<file path="src/rtl/tcb_lite_peri_gpio_irq_if.sv">
// TCB-Lite register access interface shared by the lite peripherals.
// The manager drives the request; the subordinate answers with rdy, rdt and err.
interface tcb_lite_if #(
  parameter int unsigned AW = 32,
  parameter int unsigned DW = 32
);

  logic            vld;
  logic            rdy;
  logic            wen;
  logic [AW-1:0]   adr;
  logic [DW/8-1:0] ben;
  logic [DW-1:0]   wdt;
  logic [DW-1:0]   rdt;
  logic            err;

  modport master (
    output vld, wen, adr, ben, wdt,
    input  rdy, rdt, err
  );

  modport slave (
    input  vld, wen, adr, ben, wdt,
    output rdy, rdt, err
  );

endinterface

</file>
<file path="src/rtl/tcb_lite_peri_gpio_irq.sv">
// TCB-Lite GPIO peripheral with per-pin rising/falling edge interrupts,
// atomic SET/CLR aliases for the output register, W1C interrupt status
// and a configurable input synchroniser. Unmapped offsets answer with err.
module tcb_lite_peri_gpio_irq #(
  parameter int unsigned GDW = 32,
  parameter int unsigned CDC = 2,
  parameter bit          IRQ = 1'b1,
  parameter int unsigned DLY = 0,
  parameter bit          HLD = 1'b0
)(
  input  logic           clk,
  input  logic           rst,
  output logic [GDW-1:0] gpio_o,
  output logic [GDW-1:0] gpio_e,
  input  logic [GDW-1:0] gpio_i,
  tcb_lite_if.slave      sub,
  output logic           irq
);

  localparam int unsigned DW = 32;

  localparam logic [3:0] REG_OEN = 4'h0;
  localparam logic [3:0] REG_OUT = 4'h1;
  localparam logic [3:0] REG_IEN = 4'h2;
  localparam logic [3:0] REG_IN  = 4'h3;
  localparam logic [3:0] REG_IRE = 4'h4;
  localparam logic [3:0] REG_IFE = 4'h5;
  localparam logic [3:0] REG_ISR = 4'h6;
  localparam logic [3:0] REG_SET = 4'h8;
  localparam logic [3:0] REG_CLR = 4'h9;

  // Only the two handshake flavours below are implemented; anything else
  // must be caught when the design is elaborated.
  if ((DLY != 0) && (DLY != 1)) begin : g_bad_dly
    $error("tcb_lite_peri_gpio_irq: response delay DLY must be 0 or 1");
  end
  if (HLD) begin : g_bad_hld
    $error("tcb_lite_peri_gpio_irq: HLD=1 handshake is not supported");
  end
  if ((GDW < 1) || (GDW > DW)) begin : g_bad_gdw
    $error("tcb_lite_peri_gpio_irq: GDW must be within 1..32");
  end
  if (CDC > 4) begin : g_bad_cdc
    $error("tcb_lite_peri_gpio_irq: CDC must be within 0..4");
  end

  logic [GDW-1:0] oen;
  logic [GDW-1:0] out;
  logic [GDW-1:0] ien;
  logic [GDW-1:0] ire;
  logic [GDW-1:0] ife;
  logic [GDW-1:0] isr;
  logic [GDW-1:0] syn;
  logic [GDW-1:0] cur;
  logic [GDW-1:0] prv;

  logic [3:0]     reg_sel;
  logic           adr_err;
  logic           xfer;
  logic           wr;
  logic [GDW-1:0] wmask;
  logic [GDW-1:0] wbits;
  logic [DW-1:0]  rd_data;
  logic           unused_wdt;

  // The subordinate never stalls, so every valid cycle is a transfer.
  assign sub.rdy = 1'b1;
  assign xfer    = sub.vld & sub.rdy;

  // Offsets past CLR and the hole at 0x1C are rejected; a rejected access
  // never changes state and always reads back as zero.
  assign reg_sel = sub.adr[5:2];
  assign adr_err = (sub.adr >= 32'h28) || (reg_sel == 4'h7);
  assign wr      = xfer & sub.wen & ~adr_err;

  // Expand the byte enables to a per-bit mask over the GPIO width; a
  // disabled lane behaves like a zero data byte for SET/CLR/W1C.
  always_comb begin
    wmask = '0;
    for (int i = 0; i < int'(GDW); i++) begin
      wmask[i] = sub.ben[i/8];
    end
  end

  assign wbits      = sub.wdt[GDW-1:0] & wmask;
  assign unused_wdt = ^sub.wdt;

  // Control registers; SET and CLR are aliases that modify OUT in place.
  always_ff @(posedge clk) begin
    if (rst) begin
      oen <= '0;
      out <= '0;
      ien <= '0;
    end else if (wr) begin
      case (reg_sel)
        REG_OEN: oen <= (oen & ~wmask) | wbits;
        REG_OUT: out <= (out & ~wmask) | wbits;
        REG_IEN: ien <= (ien & ~wmask) | wbits;
        REG_SET: out <= out | wbits;
        REG_CLR: out <= out & ~wbits;
        default: ;
      endcase
    end
  end

  assign gpio_o = out;
  assign gpio_e = oen;

  // Pad inputs are asynchronous; pass them through CDC flops unless the
  // integrator has chosen to use them directly.
  if (CDC == 0) begin : g_no_cdc
    assign syn = gpio_i;
  end else begin : g_cdc
    logic [GDW-1:0] chain [CDC];

    // Shift chain clearing to zero on reset so no stale edge survives it.
    always_ff @(posedge clk) begin
      if (rst) begin
        for (int i = 0; i < int'(CDC); i++) begin
          chain[i] <= '0;
        end
      end else begin
        chain[0] <= gpio_i;
        for (int i = 1; i < int'(CDC); i++) begin
          chain[i] <= chain[i-1];
        end
      end
    end

    assign syn = chain[CDC-1];
  end

  // Masking happens before edge detection, so toggling IEN on a high pin
  // is itself seen as a rising or falling edge.
  assign cur = syn & ien;

  // Edge history: the masked input value seen on the previous clock.
  always_ff @(posedge clk) begin
    if (rst) begin
      prv <= '0;
    end else begin
      prv <= cur;
    end
  end

  if (IRQ) begin : g_irq
    logic [GDW-1:0] w1c;
    logic [GDW-1:0] rise;
    logic [GDW-1:0] fall;

    assign w1c  = (wr && (reg_sel == REG_ISR)) ? wbits : '0;
    assign rise = cur & ~prv & ire;
    assign fall = ~cur & prv & ife;

    // Edge enables plus status; a new event outranks a W1C on the same bit
    // so an edge arriving while software clears is never lost.
    always_ff @(posedge clk) begin
      if (rst) begin
        ire <= '0;
        ife <= '0;
        isr <= '0;
      end else begin
        if (wr && (reg_sel == REG_IRE)) begin
          ire <= (ire & ~wmask) | wbits;
        end
        if (wr && (reg_sel == REG_IFE)) begin
          ife <= (ife & ~wmask) | wbits;
        end
        isr <= (isr & ~w1c) | rise | fall;
      end
    end

    assign irq = |isr;
  end else begin : g_no_irq
    assign ire = '0;
    assign ife = '0;
    assign isr = '0;
    assign irq = 1'b0;
  end

  // Read multiplexer over the register map, zero-extended to the bus width.
  always_comb begin
    rd_data = '0;
    if (!adr_err) begin
      case (reg_sel)
        REG_OEN: rd_data[GDW-1:0] = oen;
        REG_OUT: rd_data[GDW-1:0] = out;
        REG_IEN: rd_data[GDW-1:0] = ien;
        REG_IN:  rd_data[GDW-1:0] = cur;
        REG_IRE: rd_data[GDW-1:0] = ire;
        REG_IFE: rd_data[GDW-1:0] = ife;
        REG_ISR: rd_data[GDW-1:0] = isr;
        default: rd_data = '0;
      endcase
    end
  end

  if (DLY == 0) begin : g_rsp_comb
    assign sub.rdt = rd_data;
    assign sub.err = xfer & adr_err;
  end else begin : g_rsp_reg
    logic [DW-1:0] rdt_q;
    logic          err_q;

    // Registered response: captured on the transfer edge, err only pulses
    // for the cycle that follows the offending transfer.
    always_ff @(posedge clk) begin
      if (rst) begin
        rdt_q <= '0;
        err_q <= 1'b0;
      end else if (xfer) begin
        rdt_q <= rd_data;
        err_q <= adr_err;
      end else begin
        err_q <= 1'b0;
      end
    end

    assign sub.rdt = rdt_q;
    assign sub.err = err_q;
  end

endmodule

</file>
<file path="src/flat_wrapper.sv">
// flat-port wrapper written by rule: the top's interface ports become plain ports
module tcb_lite_peri_gpio_irq_flat 
#(
  parameter int unsigned GDW = 32,
  parameter int unsigned CDC = 2,
  parameter bit          IRQ = 1'b1,
  parameter int unsigned DLY = 0,
  parameter bit          HLD = 1'b0
)
  (clk, rst, gpio_o, gpio_e, gpio_i, irq, sub_vld, sub_wen, sub_adr, sub_ben, sub_wdt, sub_rdy, sub_rdt, sub_err);
  tcb_lite_if sub_i ();
  input  logic clk;
  input  logic rst;
  output logic [GDW-1:0] gpio_o;
  output logic [GDW-1:0] gpio_e;
  input  logic [GDW-1:0] gpio_i;
  output logic irq;
  input wire logic [$bits(sub_i.vld)-1:0] sub_vld;
  input wire logic [$bits(sub_i.wen)-1:0] sub_wen;
  input wire logic [$bits(sub_i.adr)-1:0] sub_adr;
  input wire logic [$bits(sub_i.ben)-1:0] sub_ben;
  input wire logic [$bits(sub_i.wdt)-1:0] sub_wdt;
  output wire logic [$bits(sub_i.rdy)-1:0] sub_rdy;
  output wire logic [$bits(sub_i.rdt)-1:0] sub_rdt;
  output wire logic [$bits(sub_i.err)-1:0] sub_err;
  assign sub_i.vld = sub_vld;
  assign sub_i.wen = sub_wen;
  assign sub_i.adr = sub_adr;
  assign sub_i.ben = sub_ben;
  assign sub_i.wdt = sub_wdt;
  assign sub_rdy = sub_i.rdy;
  assign sub_rdt = sub_i.rdt;
  assign sub_err = sub_i.err;
  tcb_lite_peri_gpio_irq #(.GDW(GDW), .CDC(CDC), .IRQ(IRQ), .DLY(DLY), .HLD(HLD)) u_core (.clk(clk), .rst(rst), .gpio_o(gpio_o), .gpio_e(gpio_e), .gpio_i(gpio_i), .sub(sub_i), .irq(irq));
endmodule
</file>
<file path="config.mk">
export PLATFORM = sky130hd
export DESIGN_NAME = tcb_lite_peri_gpio_irq_flat
export DESIGN_NICKNAME = d
export VERILOG_FILES = /design/src/rtl/tcb_lite_peri_gpio_irq_if.sv /design/src/rtl/tcb_lite_peri_gpio_irq.sv /design/src/flat_wrapper.sv
export SDC_FILE = /design/constraint.sdc
export NUM_CORES = 1
export LEC_CHECK = 0
export BUFFER_PORTS_ARGS = -buffer_cell sky130_fd_sc_hd__buf_2
export CAP_MARGIN = 20
export CELL_PAD_IN_SITES_DETAIL_PLACEMENT = 1
export CELL_PAD_IN_SITES_GLOBAL_PLACEMENT = 1
export CORE_MARGIN = 8
export CORE_UTILIZATION = 40
export CTS_BUF_LIST = sky130_fd_sc_hd__clkbuf_8
export DETAILED_ROUTE_END_ITERATION = 12
export GPL_TIMING_DRIVEN = 0
export PLACE_DENSITY = 0.88
export SYNTH_ARGS = -nofsm -noshare
export SYNTH_HDL_FRONTEND = slang
export SYNTH_SLANG_ARGS = --single-unit
</file>
<file path="constraint.sdc">
create_clock -name clk -period 1.9 [get_ports clk]
set_input_delay 0 -clock clk [delete_from_list [all_inputs] [get_ports clk]]
set_output_delay 0 -clock clk [all_outputs]
set_load 0.01 [all_outputs]
</file>
==> out/qor.txt, run 1 <==
Via density = 6.31
P_int = 9.72 mW
RSZ-0062 raised after global routing = yes
H-tree levels = 2
Post-Syn Instances = 1,298
CP Data Required Time = 1.90 ns
Primary FF master, synth = dfxtp_1
top post-synthesis cells by area = dfxtp_1 (47%), mux2i_1 (11%), nor2_1 (5.0%)
mapped cell area = 12,300 um^2
Yosys reg bits = 288
fin crit period = 2.06 ns
library cells used by synthesis = 46
TritonCTS Buffers = 51
routed via count = 13,000
dominant cell type by area after synthesis = dfxtp_1
Sequential Power Share = 46.9%
max-slew violations = 0
DRC = 0
GRT Residual Overflow = 0
Crit-path slowest cell = nor3_1
number of global-route vias before repair = 13,900
RePlAce Congestion = 0.962
Net Switching = 3.34 mW
VDD IR max = 0.000593 V
die width = 191 um
total track usage = 29.0%
CTS tree = built
remaining antenna violation count = 0
Synth top area share = 47.0%
Initial Util = 40.3%
Logic pwr share = 6.7%
Mapped Nets = 1,402
Final Net Count = 1,731
CP top delay family = simple AND/OR/NAND/NOR gates
detailed placement HPWL = 36.0 mm
synth-to-layout area growth = 31.3%
Synth async-reset ratio = 0%
fmax = 486 MHz
Yosys warning count = 0
Fin. Hold Viols = 0
period utilization = 108%
Chip Height = 191 um
synth cell count leaders = dfxtp_1 (288), nor2_1 (165), mux2i_1 (132)
final-report setup violation count = 10
Hold Path Class = in2reg
largest net degree at the start of global routing = 14
Root Buffer = clkbuf_8
Sw Ratio = 25.6%
max_cap viols = 0
drt pass-1 iters = 9
Crit Path Max Fanout = 10
Leakage = 6.88 nW
Core ar. = 30,400 um^2
hold slack = 0.0870 ns
iteration-0 DRC count of the detailed router = 1,634
Worst EP arrival = 2.06 ns
EDFF count, synth = 0
layout cell share with drive strength beyond 1 = 23.6%
crit path buf inv count = 3
clock power share = 46.4%
CTS Buffer Depth = 3
initial antenna violation count = 1
failing checks = negative setup slack
first-pass GRT wire length = 81.8 mm
post-synthesis sequential area ratio = 47.0%
Cell Count, Final, Fillers Out = 2,063
final worst slack = -0.157 ns
critical path type = in2out
FP Rows = 64
Routed WL = 56.2 mm
CP Launch Type = input pin
Worst Max-Slew Pin Slew = 0.895 ns
crit-path max cell delay = 0.72 ns
Cell Pwr Density = 811 nW/um^2
CP Capture Type = output port
outcome = finished with violations
clk sink count = 288
Skew-Pair Late Insertion Delay = 0.61 ns
Clock transition at path regs = 0.06 ns
most common cell in the netlist = dfxtp_1
crit path cell chain = clkbuf_4, clkbuf_2, nor3_1, a22oi_1, a31oi_2, buf_2
Post-Syn Area per Cell = 9.45 um^2
die area = 36,500 um^2
skew final = 0.0372 ns
num ports = 203
placed cells = 1,893
PortBufs = 197
Routed WL per cell = 27.2 um
Rel. slew slack = 40.3%
==> cell families after synthesis <==
logic type	Yosys count	share of synthesized area, %
xor+xnor	1	0.0714
buf+inv	114	3.77
mux	144	11.9
other cells	1	0.0306
flops	288	47.0
simple gates	455	19.4
compound gates	295	17.9
==> power groups by stage <==
stage,clock [mW],combinational (mW),sequential (mW)
5_1_grt,6.30,0.898,6.13
2_1_floorplan,0,0.281,6.25
6_report,6.06,0.871,6.13
3_3_place_gp,0,0.658,6.26
3_5_place_dp,0,0.676,6.26
4_1_cts,5.99,0.813,6.13
==> worst paths after layout <==
kind	from	to	slack [ns]	depth (start not counted)
setup / recovery	sub_adr[5]	sub_rdt[6]	-0.16	6
hold reg to reg	u_core.g_cdc.chain[0][10]	u_core.g_cdc.chain[0][42]	0.44	1
hold / removal	rst	u_core.gpio_o[23]	0.09	3
setup reg to reg	u_core.g_cdc.chain[0][52]	u_core.isr[20]	0.79	4
==> what timing repair did <==
item | in CTS | in global routing
endpoints found under the hold margin | 224 | 0
pin swaps | 12 | 3
setup endpoints to repair | 201 | 134
hold buffers | 64 | 0
gates resized for setup | 86 | 56
setup buffers | 11 | 3
==> tightest hold or removal path: stages <==
cell	delay [ns]
clkbuf_2	0.30
nor2b_1	0.20
a22o_1	0.13
==> per-layer routing <==
layer  GRT usage, %  wire length (um)  vias up
li1               -                 -     5449
met1           34.2             21200     6353
met2           46.2             25500      951
met3           8.06              5890      267
met4           18.2              3630        0
met5              0                 0        -
==> metrics by stage <==
| step | total power [mW] | util [%] | setup slack, ns | instance area, um^2 | setup TNS, ns |
|---|---|---|---|---|---|
| 2_1_floorplan | 6.53 | - | -0.0323 | 12300 | -1.03 |
| 4_1_cts | 12.9 | 52.4 | -0.0625 | 15900 | -0.0625 |
| 5_1_grt | 13.3 | 52.9 | -0.105 | 16100 | -0.237 |
| 3_5_place_dp | 6.94 | 45.5 | -1.46 | 13800 | -194.43 |
| 6_report | 13.1 | 52.9 | -0.157 | 16100 | -0.480 |
| 3_3_place_gp | 6.92 | 45.4 | -1.92 | 13800 | -178.99 |
==> cell usage in the layout, fill, tap and decap left out, types with 11 or more instances in the layout <==
cell type	Yosys	layout
a21o_1	17	17
a21oi_1	32	32
a222oi_1	16	16
a22o_1	32	32
a22oi_1	44	44
a31oi_1	64	60
a32oi_1	16	16
buf_2	19	201
buf_4	1	14
buf_6	1	22
clkbuf_1	85	55
clkbuf_4	0	17
clkbuf_8	0	72
dfxtp_1	288	286
dlygate4sd3_1	0	64
inv_1	0	16
mux2_2	12	12
mux2i_1	132	132
nand2_1	59	58
nand3_1	48	48
nor2_1	165	162
nor2b_1	97	96
nor3b_1	33	32
o211ai_1	33	33
o41ai_1	32	31
or4_1	12	11
==> cell type report <==
cell class / instances / area [um^2]
Antenna cell: 1 / 2.50
Buffer: 113 / 703
Clock buffer: 68 / 936
Clock inverter: 24 / 135
Fill cell: 3504 / 14300
Multi-Input combinational cell: 896 / 6250
Sequential cell: 288 / 5770
Tap cell: 396 / 495
Timing Repair Buffer: 277 / 1810
Power figures use the tool's default switching activity.
==> run 2, diff against run 1 <==
- RECOVER_POWER: not set -> 25
- clock period: 1.9 -> 1.86 ns (I/O delays scaled with it)
==> run 2 against run 1 <==
Net effect:
- the run still ends with negative setup slack left
- register-to-register slack worse by 0.30 ns
- routed wire length is 16% higher
- combinational power rose by 8.6%
- non-clock buffer count increased by 5
- critical endpoint is now irq
- sequential share of layout area shrank 0.14 points
- global-route usage up 1.4 points
- via count grew 7.5%
- die area unchanged
- clock skew decreased by 0.0087 ns
- critical path type is now reg2out
- critical path depth decreased by 2
- first-iteration DRC count grew 36%
==> out/qor.txt, run 2 (synthesis gave the netlist of run 1 again) <==
Hold Path Class = in2reg
final-report setup violation count = 196 (+186)
Initial Util = 40.3% (unchanged)
RSZ-0062 raised after global routing = yes
number of global-route vias before repair = 13,900 (unchanged)
GRT Residual Overflow = 0 (unchanged)
fillcell total = 3,482 (-0.63%)
FP Rows = 64 (unchanged)
die area = 36,500 um^2 (unchanged)
total track usage = 30.4% (+1.4 points)
CP Launch Type = register
failing checks = negative setup slack
dpl cell area = 13,900 um^2 (about the same)
Clock transition at path regs = 0.07 ns (about the same)
iteration-0 DRC count of the detailed router = 2,229 (+36%)
synth-to-layout area growth = 31.8%
layout cell share with drive strength beyond 1 = 22.1% (-1.6 points)
max_cap viols = 0 (unchanged)
Cell Pwr Density = 792 nW/um^2 (-2.4%)
detailed placement HPWL = 36.0 mm (-0.23%)
Leakage = 6.58 nW (-4.4%)
period utilization = 123%
FF+latch area = 5770 um^2 (unchanged)
most frequent cells in the layout = dfxtp_1 (284), nor2_1 (161), buf_2 (146)
DRC = 0 (unchanged)
CTS Buffer Depth = 3 (unchanged)
Design Area, Final = 16,200 um^2 (+0.40%)
remaining antenna violation count = 0 (unchanged)
routed via count = 14,000 (+7.5%)
VDD IR max = 0.000469 V (-21%)
skew final = 0.0285 ns (-0.00869 ns)
Rel. slew slack = 35.0% (-5.3 points)
drt pass-1 iters = 9 (unchanged)
critical path type = reg2out
TritonCTS Buffers = 47 (-7.8%)
CTS tree = built
H-tree levels = 2 (unchanged)
largest net degree at the start of global routing = 12 (-2)
CP Capture Type = output port
final worst slack = -0.424 ns (-0.268 ns)
multi-input logic area = 6490 um^2 (+3.9%)
Worst EP arrival = 2.28 ns (+0.22 ns)
CP Data Required Time = 1.86 ns (-0.04 ns)
PortBufs = 197 (unchanged)
Root Buffer = clkbuf_8
Fin. Hold Viols = 0 (unchanged)
first-pass GRT wire length = 85.3 mm (+4.3%)
fmax = 438 MHz
Worst Max-Slew Pin Slew = 0.975 ns (+0.0798 ns)
pre-CTS setup slack = -1.55 ns (-0.0876 ns)
Core ar. = 30,400 um^2 (unchanged)
clk sink count = 288 (unchanged)
die width = 191 um (unchanged)
fin crit period = 2.28 ns
RePlAce Congestion = 0.953 (-0.89%)
Crit Path Max Fanout = 3 (-7)
Routed WL = 65.1 mm (+16%)
Setup Total Neg Slack = -29.69 ns (-29.21 ns)
outcome = finished with violations
num ports = 203 (unchanged)
Routed WL per cell = 31.7 um (+16%)
initial antenna violation count = 4 (+3)
hold slack = 0.130 ns (+0.0433 ns)
max-slew violations = 0 (unchanged)
Via density = 6.82 (+8.0%)
Skew-Pair Late Insertion Delay = 0.59 ns (-0.02 ns)
Final Net Count = 1,732 (+0.058%)
commonest non-fill, non-tap cell in the layout = dfxtp_1
Chip Height = 191 um (unchanged)
[run 2: changes by cell type in the layout (fill, tap and decap cells not counted), sizes merged]
cell	delta
clkinv	-1
diode	+1
inv	-3
clkbuf	+34
buf	-41
[run 2: routing by layer]
metal  global-route usage (%)  vias up  share of wire, %
met4                     19.0        6               8.0
met3                     7.88      500                14
li1                         -     5449                 -
met1                     36.9     6668                35
met2                     47.7     1374                43
met5                        0        -             0.064
[run 2: final timing paths]
check / slack, ns / cells past startpoint / from / endpoint
setup / recovery: -0.42 / 4 / u_core.isr[9] / irq
hold / removal: 0.13 / 6 / sub_ben[1] / register
setup reg to reg: 0.49 / 4 / register / u_core.isr[5]
hold reg to reg: 0.43 / 1 / u_core.g_cdc.chain[0][17] / u_core.g_cdc.chain[0][49]
[run 2: where the power goes]
part | switching (mW) | internal (mW) | total, mW | leakage [nW]
clock network | 2.76 | 2.84 | 5.60 | 0.507
registers | 0.0322 | 6.23 | 6.26 | 2.33
logic | 0.632 | 0.314 | 0.946 | 3.73
total | 3.42 | 9.38 | 12.8 | 6.58
[run 2: metrics by stage]
step	total power [mW]	instances	util (%)
finish	12.8	2053	53.1
global route	13.1	2051	53.1
CTS	12.5	2040	52.0
detailed placement	7.08	1893	45.5
global placement	7.06	1891	45.4
floorplan	6.67	1298	-
[run 2: final cells by class]
class	count	share of cell area, %
Antenna cell	2	0.0310
Timing Repair Buffer	282	11.0
Clock inverter	20	0.681
Multi-Input combinational cell	896	40.2
Tap cell	396	3.06
Buffer	113	4.63
Sequential cell	288	35.7
Clock buffer	56	4.77
[run 2: timing repair]
item	4_1_cts	5_1_grt
setup buffers	8	11
hold buffers	64	0
endpoints found under the hold margin	224	0
endpoints found under the setup margin	216	169
pin swaps	11	12
gates resized for setup	106	98
[run 2: worst max-delay path, cell delays in order (launching register included)]
cell,delay [ns]
dfxtp_2,0.35
nor4_4,0.40
nand4_1,0.41
or2_4,0.39
buf_6,0.13
